--- config.mk ---
export PLATFORM = sky130hd
export DESIGN_NAME = cache_mem_arbiter_flat
export DESIGN_NICKNAME = d
export VERILOG_FILES = /design/src/rtl/cache_pkg.sv /design/src/rtl/cache_mem_arbiter_if.sv /design/src/rtl/rr_priority_pick.sv /design/src/rtl/cache_mem_arbiter.sv /design/src/flat_wrapper.sv
export SDC_FILE = /design/constraint.sdc
export NUM_CORES = 1
export LEC_CHECK = 0
export BUFFER_PORTS_ARGS = -buffer_cell sky130_fd_sc_hd__buf_4
export CORE_AREA = 2 2 297 299
export DETAILED_ROUTE_END_ITERATION = 8
export DIE_AREA = 0 0 299 301
export PLACE_DENSITY = 0.3
export SYNTH_ARGS = -nofsm -noshare
export SYNTH_HDL_FRONTEND = slang
export SYNTH_SLANG_ARGS = --single-unit
--- constraint.sdc ---
create_clock -name clk -period 1.3 [get_ports clk]
set_input_delay 0.13 -clock clk [delete_from_list [all_inputs] [get_ports clk]]
set_output_delay 0.13 -clock clk [all_outputs]
set_load 0.005 [all_outputs]
--- src/rtl/cache_pkg.sv ---
// Shared types and geometry for the cache memory-side arbiter.
// A block of 2**BLOCK_SIZE words moves as BEATS beats of WR_M_DATA_SIZE words.
package cache_pkg;

    localparam int ADDR_SIZE      = 32;
    localparam int DATA_SIZE      = 32;
    localparam int BLOCK_SIZE     = 6;
    localparam int WR_M_DATA_SIZE = 4;
    localparam int BEATS          = (2 ** BLOCK_SIZE) / WR_M_DATA_SIZE;
    localparam int BEAT_CNT_W     = $clog2(BEATS);
    localparam int OFFSET_BITS    = BLOCK_SIZE + $clog2(DATA_SIZE / 8);

    // Clears the byte offset within a block; alignment is a pure mask.
    localparam logic [ADDR_SIZE-1:0] ADDR_MASK =
        {{(ADDR_SIZE - OFFSET_BITS){1'b1}}, {OFFSET_BITS{1'b0}}};

    typedef logic [ADDR_SIZE-1:0]                      addr_t;
    typedef logic [WR_M_DATA_SIZE-1:0][DATA_SIZE-1:0]  beat_t;

    typedef enum logic [1:0] {
        IDLE  = 2'd0,
        ADDR  = 2'd1,
        WDATA = 2'd2,
        RDATA = 2'd3
    } arb_state_t;

    function automatic logic is_last_beat(input logic [BEAT_CNT_W-1:0] cnt);
        return cnt == BEAT_CNT_W'(BEATS - 1);
    endfunction

endpackage

--- src/rtl/cache_mem_arbiter_if.sv ---
// Client-side and memory-side signals of the cache memory arbiter.
// Every channel is valid/ready: a beat or request transfers on the clock edge
// where both valid and ready are high; valid may not depend on ready.
interface cache_mem_arbiter_if #(
    parameter int NUM_CLIENTS = 2
);
    import cache_pkg::*;

    logic  [NUM_CLIENTS-1:0]        c_req_valid;
    logic  [NUM_CLIENTS-1:0]        c_req_rw;
    addr_t [NUM_CLIENTS-1:0]        c_req_addr;
    logic  [NUM_CLIENTS-1:0]        c_req_ready;
    logic  [NUM_CLIENTS-1:0]        c_wr_valid;
    beat_t [NUM_CLIENTS-1:0]        c_wr_data;
    logic  [NUM_CLIENTS-1:0]        c_wr_ready;
    logic  [NUM_CLIENTS-1:0]        c_rd_valid;
    beat_t                          c_rd_data;
    logic                           c_rd_last;

    logic                           m_req_valid;
    logic                           m_req_ready;
    addr_t                          m_req_addr;
    logic                           m_req_rw;
    logic                           m_wr_valid;
    beat_t                          m_wr_data;
    logic                           m_wr_last;
    logic                           m_wr_ready;
    logic                           m_rd_valid;
    beat_t                          m_rd_data;
    logic                           m_rd_ready;

    modport master (
        input  c_req_valid, c_req_rw, c_req_addr, c_wr_valid, c_wr_data,
        output c_req_ready, c_wr_ready, c_rd_valid, c_rd_data, c_rd_last,
        output m_req_valid, m_req_addr, m_req_rw, m_wr_valid, m_wr_data,
        output m_wr_last, m_rd_ready,
        input  m_req_ready, m_wr_ready, m_rd_valid, m_rd_data
    );

    modport slave (
        output c_req_valid, c_req_rw, c_req_addr, c_wr_valid, c_wr_data,
        input  c_req_ready, c_wr_ready, c_rd_valid, c_rd_data, c_rd_last,
        input  m_req_valid, m_req_addr, m_req_rw, m_wr_valid, m_wr_data,
        input  m_wr_last, m_rd_ready,
        output m_req_ready, m_wr_ready, m_rd_valid, m_rd_data
    );

endinterface

--- src/rtl/rr_priority_pick.sv ---
// Combinational round-robin selector: first set request after i_last_grant,
// searching upward with wrap-around.
module rr_priority_pick #(
    parameter  int N  = 2,
    localparam int IW = (N > 1) ? $clog2(N) : 1
) (
    input  logic [N-1:0]  i_req,
    input  logic [IW-1:0] i_last_grant,
    output logic [IW-1:0] o_gnt_idx,
    output logic          o_gnt_any
);

    int w_cand;

    always_comb begin
        o_gnt_idx = '0;
        o_gnt_any = 1'b0;
        w_cand    = 0;
        for (int i = 1; i <= N; i++) begin
            w_cand = (int'(i_last_grant) + i) % N;
            if (!o_gnt_any && i_req[IW'(w_cand)]) begin
                o_gnt_idx = IW'(w_cand);
                o_gnt_any = 1'b1;
            end
        end
    end

endmodule

--- src/rtl/cache_mem_arbiter.sv ---
// Round-robin owner of the shared memory refill/writeback channel; a grant
// covers one address phase plus a full block of write or read beats.
module cache_mem_arbiter
    import cache_pkg::*;
#(
    parameter  int NUM_CLIENTS = 2,
    localparam int GW          = $clog2(NUM_CLIENTS)
) (
    input  logic                clk,
    input  logic                rst,
    cache_mem_arbiter_if.master bus,
    output logic [GW-1:0]       grant_id,
    output arb_state_t          o_state
);

    arb_state_t            r_state;
    arb_state_t            w_state_nxt;
    logic [BEAT_CNT_W-1:0] r_beat_cnt;
    logic [BEAT_CNT_W-1:0] w_beat_cnt_nxt;
    logic [GW-1:0]         r_last_grant;
    logic [GW-1:0]         r_grant_id;
    addr_t                 r_addr;
    logic                  r_rw;
    logic [GW-1:0]         w_pick_idx;
    logic                  w_pick_any;
    logic                  w_last;

    rr_priority_pick #(
        .N (NUM_CLIENTS)
    ) u_pick (
        .i_req        (bus.c_req_valid),
        .i_last_grant (r_last_grant),
        .o_gnt_idx    (w_pick_idx),
        .o_gnt_any    (w_pick_any)
    );

    assign w_last   = is_last_beat(r_beat_cnt);
    assign grant_id = r_grant_id;
    assign o_state  = r_state;

    always_ff @(posedge clk or posedge rst) begin
        if (rst) begin
            r_state      <= IDLE;
            r_beat_cnt   <= '0;
            r_last_grant <= GW'(NUM_CLIENTS - 1);
            r_grant_id   <= '0;
            r_addr       <= '0;
            r_rw         <= 1'b0;
        end else begin
            r_state    <= w_state_nxt;
            r_beat_cnt <= w_beat_cnt_nxt;
            // The request is captured here so later client changes are ignored.
            if (r_state == IDLE && w_pick_any) begin
                r_grant_id   <= w_pick_idx;
                r_last_grant <= w_pick_idx;
                r_addr       <= bus.c_req_addr[w_pick_idx] & ADDR_MASK;
                r_rw         <= bus.c_req_rw[w_pick_idx];
            end
        end
    end

    always_comb begin
        w_state_nxt     = r_state;
        w_beat_cnt_nxt  = r_beat_cnt;
        bus.c_req_ready = '0;
        bus.c_wr_ready  = '0;
        bus.c_rd_valid  = '0;
        bus.c_rd_data   = '0;
        bus.c_rd_last   = 1'b0;
        bus.m_req_valid = 1'b0;
        bus.m_req_addr  = r_addr;
        bus.m_req_rw    = r_rw;
        bus.m_wr_valid  = 1'b0;
        bus.m_wr_data   = '0;
        bus.m_wr_last   = 1'b0;
        bus.m_rd_ready  = 1'b0;

        case (r_state)
            IDLE: begin
                if (w_pick_any) begin
                    w_state_nxt = ADDR;
                end
            end
            ADDR: begin
                bus.m_req_valid = 1'b1;
                if (bus.m_req_ready) begin
                    bus.c_req_ready[r_grant_id] = 1'b1;
                    w_beat_cnt_nxt              = '0;
                    w_state_nxt                 = r_rw ? WDATA : RDATA;
                end
            end
            WDATA: begin
                bus.m_wr_valid             = bus.c_wr_valid[r_grant_id];
                bus.m_wr_data              = bus.c_wr_data[r_grant_id];
                bus.m_wr_last              = w_last;
                bus.c_wr_ready[r_grant_id] = bus.m_wr_ready;
                if (bus.c_wr_valid[r_grant_id] && bus.m_wr_ready) begin
                    w_beat_cnt_nxt = w_last ? '0 : r_beat_cnt + 1'b1;
                    if (w_last) begin
                        w_state_nxt = IDLE;
                    end
                end
            end
            RDATA: begin
                // Clients cannot stall reads, so ready is unconditional.
                bus.m_rd_ready             = 1'b1;
                bus.c_rd_valid[r_grant_id] = bus.m_rd_valid;
                bus.c_rd_data              = bus.m_rd_data;
                bus.c_rd_last              = w_last;
                if (bus.m_rd_valid) begin
                    w_beat_cnt_nxt = w_last ? '0 : r_beat_cnt + 1'b1;
                    if (w_last) begin
                        w_state_nxt = IDLE;
                    end
                end
            end
            default: begin
                w_state_nxt = IDLE;
            end
        endcase
    end

endmodule

--- src/flat_wrapper.sv ---
// flat-port wrapper written by rule: the top's interface ports become plain ports
module cache_mem_arbiter_flat import cache_pkg::*;
#(
    parameter  int NUM_CLIENTS = 2,
    localparam int GW          = $clog2(NUM_CLIENTS)
)
  (clk, rst, grant_id, o_state, bus_c_req_valid, bus_c_req_rw, bus_c_req_addr, bus_c_wr_valid, bus_c_wr_data, bus_c_req_ready, bus_c_wr_ready, bus_c_rd_valid, bus_c_rd_data, bus_c_rd_last, bus_m_req_valid, bus_m_req_addr, bus_m_req_rw, bus_m_wr_valid, bus_m_wr_data, bus_m_wr_last, bus_m_rd_ready, bus_m_req_ready, bus_m_wr_ready, bus_m_rd_valid, bus_m_rd_data);
  cache_mem_arbiter_if #(.NUM_CLIENTS(NUM_CLIENTS)) bus_i ();
  input  logic clk;
  input  logic rst;
  output logic [GW-1:0] grant_id;
  output arb_state_t o_state;
  input wire logic [$bits(bus_i.c_req_valid)-1:0] bus_c_req_valid;
  input wire logic [$bits(bus_i.c_req_rw)-1:0] bus_c_req_rw;
  input wire logic [$bits(bus_i.c_req_addr)-1:0] bus_c_req_addr;
  input wire logic [$bits(bus_i.c_wr_valid)-1:0] bus_c_wr_valid;
  input wire logic [$bits(bus_i.c_wr_data)-1:0] bus_c_wr_data;
  output wire logic [$bits(bus_i.c_req_ready)-1:0] bus_c_req_ready;
  output wire logic [$bits(bus_i.c_wr_ready)-1:0] bus_c_wr_ready;
  output wire logic [$bits(bus_i.c_rd_valid)-1:0] bus_c_rd_valid;
  output wire logic [$bits(bus_i.c_rd_data)-1:0] bus_c_rd_data;
  output wire logic [$bits(bus_i.c_rd_last)-1:0] bus_c_rd_last;
  output wire logic [$bits(bus_i.m_req_valid)-1:0] bus_m_req_valid;
  output wire logic [$bits(bus_i.m_req_addr)-1:0] bus_m_req_addr;
  output wire logic [$bits(bus_i.m_req_rw)-1:0] bus_m_req_rw;
  output wire logic [$bits(bus_i.m_wr_valid)-1:0] bus_m_wr_valid;
  output wire logic [$bits(bus_i.m_wr_data)-1:0] bus_m_wr_data;
  output wire logic [$bits(bus_i.m_wr_last)-1:0] bus_m_wr_last;
  output wire logic [$bits(bus_i.m_rd_ready)-1:0] bus_m_rd_ready;
  input wire logic [$bits(bus_i.m_req_ready)-1:0] bus_m_req_ready;
  input wire logic [$bits(bus_i.m_wr_ready)-1:0] bus_m_wr_ready;
  input wire logic [$bits(bus_i.m_rd_valid)-1:0] bus_m_rd_valid;
  input wire logic [$bits(bus_i.m_rd_data)-1:0] bus_m_rd_data;
  assign bus_i.c_req_valid = bus_c_req_valid;
  assign bus_i.c_req_rw = bus_c_req_rw;
  assign bus_i.c_req_addr = bus_c_req_addr;
  assign bus_i.c_wr_valid = bus_c_wr_valid;
  assign bus_i.c_wr_data = bus_c_wr_data;
  assign bus_c_req_ready = bus_i.c_req_ready;
  assign bus_c_wr_ready = bus_i.c_wr_ready;
  assign bus_c_rd_valid = bus_i.c_rd_valid;
  assign bus_c_rd_data = bus_i.c_rd_data;
  assign bus_c_rd_last = bus_i.c_rd_last;
  assign bus_m_req_valid = bus_i.m_req_valid;
  assign bus_m_req_addr = bus_i.m_req_addr;
  assign bus_m_req_rw = bus_i.m_req_rw;
  assign bus_m_wr_valid = bus_i.m_wr_valid;
  assign bus_m_wr_data = bus_i.m_wr_data;
  assign bus_m_wr_last = bus_i.m_wr_last;
  assign bus_m_rd_ready = bus_i.m_rd_ready;
  assign bus_i.m_req_ready = bus_m_req_ready;
  assign bus_i.m_wr_ready = bus_m_wr_ready;
  assign bus_i.m_rd_valid = bus_m_rd_valid;
  assign bus_i.m_rd_data = bus_m_rd_data;
  cache_mem_arbiter #(.NUM_CLIENTS(NUM_CLIENTS)) u_core (.clk(clk), .rst(rst), .bus(bus_i), .grant_id(grant_id), .o_state(o_state));
endmodule
**After elaboration in Yosys (flattened, before gate mapping)**

Cells that the tools add are included.

- Bits in registers: 33
- Input bits: 459
- Output and inout bits: 303
- Word-level logic and storage cells: 74

- Add/sub/neg operators: 3
- Magnitude comparators: 5
- Equality and inequality tests: 8
- Multiplexer cells: 41
- Bitwise operators: 2
- Reduce and logical (&&, ||, !) cells: 9

Operators with widths:

| operator | count |
|---|---|
| two-way mux 128 bit | 4 |
| two-way mux 32 bit | 2 |
| two-way mux 1 bit | 19 |
| two-way mux 2 bit | 9 |
| two-way mux 4 bit | 4 |
| case mux 4 bit (3 select lines) | 1 |
| case mux 2 bit (4 select lines) | 1 |
| AND reduction 4 bit | 2 |
| < comparator 1 x 3 -> 1 bit (second input constant) | 2 |
| adder 4 x 1 -> 4 bit (second input constant) | 1 |
| AND 2 bit | 2 |
| == test 2 bit (second input constant) | 2 |
| == test 4 bit (second input constant) | 1 |
| logical AND 1 bit | 4 |
| < comparator 1 x 2 -> 1 bit (second input constant) | 2 |
| != test 2 x 1 -> 1 bit (second input constant) | 2 |
| != test 2 bit (second input constant) | 2 |
| nonzero test 3 bit | 1 |
| adder 1 bit (second input constant) | 2 |
| == test 2 x 1 -> 1 bit (second input constant) | 1 |
| logical NOT 2 bit | 1 |
| demux 1 bit (select 1 bit) | 1 |
| greater-or-equal comparator 1 bit (second input constant) | 1 |
| logical NOT 1 bit | 1 |

**Depth between registers and ports, before layout**

- Depth in word-level cells: 10
- Gate-level depth with buffers: 5
- Mapped depth without buffers: 4

**By module**

Synthesis repeated with hierarchy kept, for this count alone.

- Cells, all modules: 621
- Area, all modules: 4540.6 um^2

Modules (own cells, without submodules):

| module | times used | cells an instance | area an instance (um^2) |
|---|---|---|---|
| cache_mem_arbiter | 1 | 619 | 4519.3 |
| rr_priority_pick | 1 | 2 | 21.3 |

**Least setup slack after synthesis**

OpenSTA, ideal clock, no wires.

- Path type: register to register
- From: register u_core.r_state[1], in the netlist u_core.o_state[1]
- To: register u_core.r_addr[19], in the netlist u_core.bus.m_req_addr[19]
- Setup time: 0.121 ns
- Arrival time: 1.222 ns
- Data required time: 1.179 ns
- Path slack: -0.042 ns
- Cell stages (with the launch flop): 6
- Buffers on the path: 2
- Clock period less this slack: 1.342 ns
- Path through: dfrtp_1 > or3b_1 > buf_2 > buf_2 > nand2_1 > o21ai_1

- Cells in the longest elaborated chain, start to end: 2

Ends and longest elaborated chain:

| what | line | text |
|---|---|---|
| start, declared | cache_mem_arbiter.sv:16 | `arb_state_t r_state;` |
| start signal, assigned | cache_mem_arbiter.sv:50 | `r_state <= w_state_nxt;` |
| logical NOT 2 bit | cache_mem_arbiter.sv:53 | `if (r_state == IDLE && w_pick_any) begin` |
| logical AND 1 bit | cache_mem_arbiter.sv:53 |  |
| end signal, assigned | cache_mem_arbiter.sv:56 | `r_addr <= bus.c_req_addr[w_pick_idx] & ADDR_MASK;` |
| end, declared | cache_mem_arbiter.sv:22 | `addr_t r_addr;` |

Every way passes these cells.
A chain may end at the register's enable or synchronous reset.

**Final worst setup path**

- From: register u_core.r_grant_id, in the netlist u_core.grant_id
- To: output port bus_m_wr_data[86]

- Cells in the longest elaborated chain, start to end: 3

Ends and longest elaborated chain:

| what | line | text |
|---|---|---|
| start, declared | cache_mem_arbiter.sv:21 | `logic [GW-1:0] r_grant_id;` |
| start signal, assigned | cache_mem_arbiter.sv:54 | `r_grant_id <= w_pick_idx;` |
| two-way mux 128 bit (not written as such) (2 in series) | cache_mem_arbiter.sv:94 | `bus.m_wr_data = bus.c_wr_data[r_grant_id];` |
| two-way mux 128 bit | cache_mem_arbiter.sv:78 | `case (r_state)` |
| end, declared | flat_wrapper.sv:27 | `output wire logic [$bits(bus_i.m_wr_data)-1:0] bus_m_wr_data;` |

Every way passes these cells. The select of a mux whose other input is x is not followed.

==> metrics.md <==
| Metric | Value |
|---|---|
| Die span in y | approximately 300 um |
| Layout cells sized above 1 | between 70% and 80% |
| Hold wc startpoint | bus_c_req_addr[47] |
| Vias per Instance | between 3 and 4 |
| Max-cap violations | 0 |
| Status | finished with violations |
| Hold Vio Cnt, Final | 0 |
| Routed WL | 53390 um |
| Final cell utilization of the core | 18.08% |
| Remaining Overflow, GRT | 0 |
| RR Endpoint | u_core.bus.m_req_rw |
| Slowest cell on the critical path | dfrtp_4 |
| Critical path capture point type | output port |
| Total power | 0.03150 W |
| Final Max Slew Viols | 0 |
| Hold depth | 2 |
| Commonest non-fill, non-tap cells in the layout | buf_4, buf_6, mux2i_1, and3_4, and3_1 |
| Worst r2r path cells | 5 |
| CP max FO | 12 |
| Reg2reg start | u_core.o_state[1] |
| Core area | 0.08648 mm^2 |
| Post-route DRC | 0 |
| # setup viols final | 303 |
| Commonest non-fill, non-tap cell in the layout | buf_4 |
| Synth area leader | mux2i_1 |
| Post-synthesis sequential area ratio | between 15 and 20% |
| Final nets | around 1900 |
| Worst hold path endpoint | u_core.bus.m_req_addr[15] |
| Antenna diodes | 0 |
| Routed length per instance | 20.47 um |
| Row cnt | 108 |
| Initial drt markers | 371 |
| Leak pwr | roughly 7.4 nW |
| Crit path time final | 1.856 ns |
| Flops & latches, synth | 33 |
| Clock tree buffer depth | 2 |
| First-pass GRT wire length | 65810 um |
| Worst setup path category | flop to output port |
| Synth Area per Inst | 7.248 um^2 |
| Final Wtd Congestion | 0.9603 |
| TNS Setup | -128.46 ns |
| Critical Path, Cell by Cell | buf_12 > buf_6 > buf_4 > mux2i_2 > nor2_2 > buf_4 |
| EDFF count, synth | 0 |
| Crit-path most repeated cell | buf_4 |
| Mapped Area | 0.004544 mm^2 |
| Vias | 8255 |
| Hold Slack | around 0.086 ns |
| Routed Antenna Nets | 0 |
| Crit-path max cell delay | 0.51 ns |
| Die width | 299 um |
| Critical Path Start Type | flop |
| I/O pins | approximately 760 |
| Clk sinks | 33 |
| Setup skew after layout | 0.01059 ns |
| Largest net degree at the start of global routing | 48 |
| Initial antenna violation count | 7 |
| CP Data Required Time | 1.17 ns |
| Die ar. | 0.09000 mm^2 |
| Synth cell types | 36 |
| Fraction of registers with async set or reset after synthesis | 100.0% |
| H-tree Lvls | 2 |
| Number of global-route vias before repair | between 8000 and 9000 |
| Worst-path clk slew | 0.07 ns |
| Synthesis-to-layout area growth | 244.0% |
| Worst vdd ir | 0.7425 mV |
| CTS tree | yes |
| RSZ-0062 raised after global routing | yes |
| Top cells by area, synth | mux2i_1, and3_1, dfrtp_1 |
| Final HPWL DP | around 42000 um |
| Num CTS Buffers | 5 |
| Flop-to-flop setup slack | -0.40 ns |
| Yosys top cell area share | 28.85% |
| TritonRoute pass-1 iters | 4 |
| GRT Resource Usage Total | 10.23% |
| Clk_lat worst skew | 0.29 ns |
| Synthesis Warnings | 0 |
| Worst hold path type | input port to flop |
| Synth Instances | 627 |
| Top_reg_cell synth | dfrtp_1 |
| Root buffer cell | clkbuf_16 |
| Critical Path AT | 1.73 ns |
| DP Area | 0.01206 mm^2 |
| Highest Clock Rate | 538.7 MHz |
| Pwr dens | about 2000 mW/mm^2 |
| Failing checks | negative setup slack |
| Port Buf Inserts | approximately 740 |
| Final Cycle Share | 142.8% |
| Setup WS post-layout | -0.5562 ns |
| Initial Util | under 10% |
| Post-route cell area | 0.01563 mm^2 |
-- logic make-up after synthesis --
family                     Yosys count  share of synthesized area, %
adders and majority gates            1                        0.2753
and+or+nand+nor                    313                         34.06
other                                1                       0.08252
muxes                              132                         29.16
DFF                                 33                         18.20
AOI/OAI and AO/OA                   62                         8.590
buffers and inverters               85                         9.636
-- through the flow --
stage / worst slack, ns / std cells
floorplan: -0.009294 / 634
global placement: -0.4382 / 2538
detailed placement: -0.4674 / 2538
CTS: -0.5637 / 2579
global route: -0.6043 / 2608
finish: -0.5562 / 2608
-- worst max-delay path by stage --
stage | start | endpoint
detailed placement | u_core.grant_id | bus_m_wr_data[125]
global route | u_core.grant_id | bus_m_wr_data[86]
finish | u_core.grant_id | bus_m_wr_data[86]
CTS | u_core.grant_id | bus_m_wr_data[120]
global placement | u_core.grant_id | bus_m_wr_data[125]
floorplan | u_core.o_state[1] | bus_c_req_ready[0]
-- cell type report --
class	count	area, um^2
timing repair buffer	889	8433
clock inverter	3	17.52
inverter	7	31.28
sequential	33	838.3
tap	1155	1445
clock buffer	5	125.1
multi-input combinational	516	4743
fill	9715	70850
-- flip-flops by register name, indices dropped and copies added, names as in the netlist --
| register | cells |
|---|---|
| u_core.grant_id | 1 |
| u_core.o_state | 2 |
| u_core.bus.m_req_addr | 24 |
| u_core.bus.m_req_rw | 1 |
| u_core.r_beat_cnt | 4 |
| u_core.r_last_grant | 1 |
-- cells in the mapped netlist, types with 4 or more instances --
library cell  count
nand3_1           4
buf_2            29
mux2i_1         131
clkbuf_2          6
buf_4            14
inv_1             6
clkbuf_1         26
o21ai_0           7
dfrtp_1          32
nand2_1          32
o22ai_1          19
o21ai_1          19
nor2_1          136
and3_1          128
a2bb2oi_1         6
-- power breakdown --
group          internal (W)  switching, W  total [W]  leakage (nW)
sequential          0.00154      0.000437    0.00198         0.399
combinational        0.0162        0.0120     0.0282          6.92
clock              0.000706      0.000563    0.00127        0.0696
total                0.0185        0.0130     0.0315          7.39
-- worst max-delay path: cells and delay by family, from the launching register on --
family / cells / cell delay [ns]
and+or+nand+nor: 1 / 0.06
DFF: 1 / 0.51
buffers and inverters: 4 / 0.60
muxes: 1 / 0.24
-- per-layer routing --
metal  wire [um]  GRT usage (%)  vias to the layer above
met1       20530          11.98                     3893
met3        5263          3.853                       41
met2       26690          18.04                      452
met4         856          1.440                        8
met5          52              0                        -
li1            -              -                     3861
-- timing repair --
action                                 CTS  global route
endpoints found under the hold margin   32             0
setup buffers                           14             9
gates resized for setup                156           392
hold buffers                             1             0
cloned                                  18            22
pin swaps                                7            73
setup endpoints to repair              301           303
(Power assumes the default switching activity.)
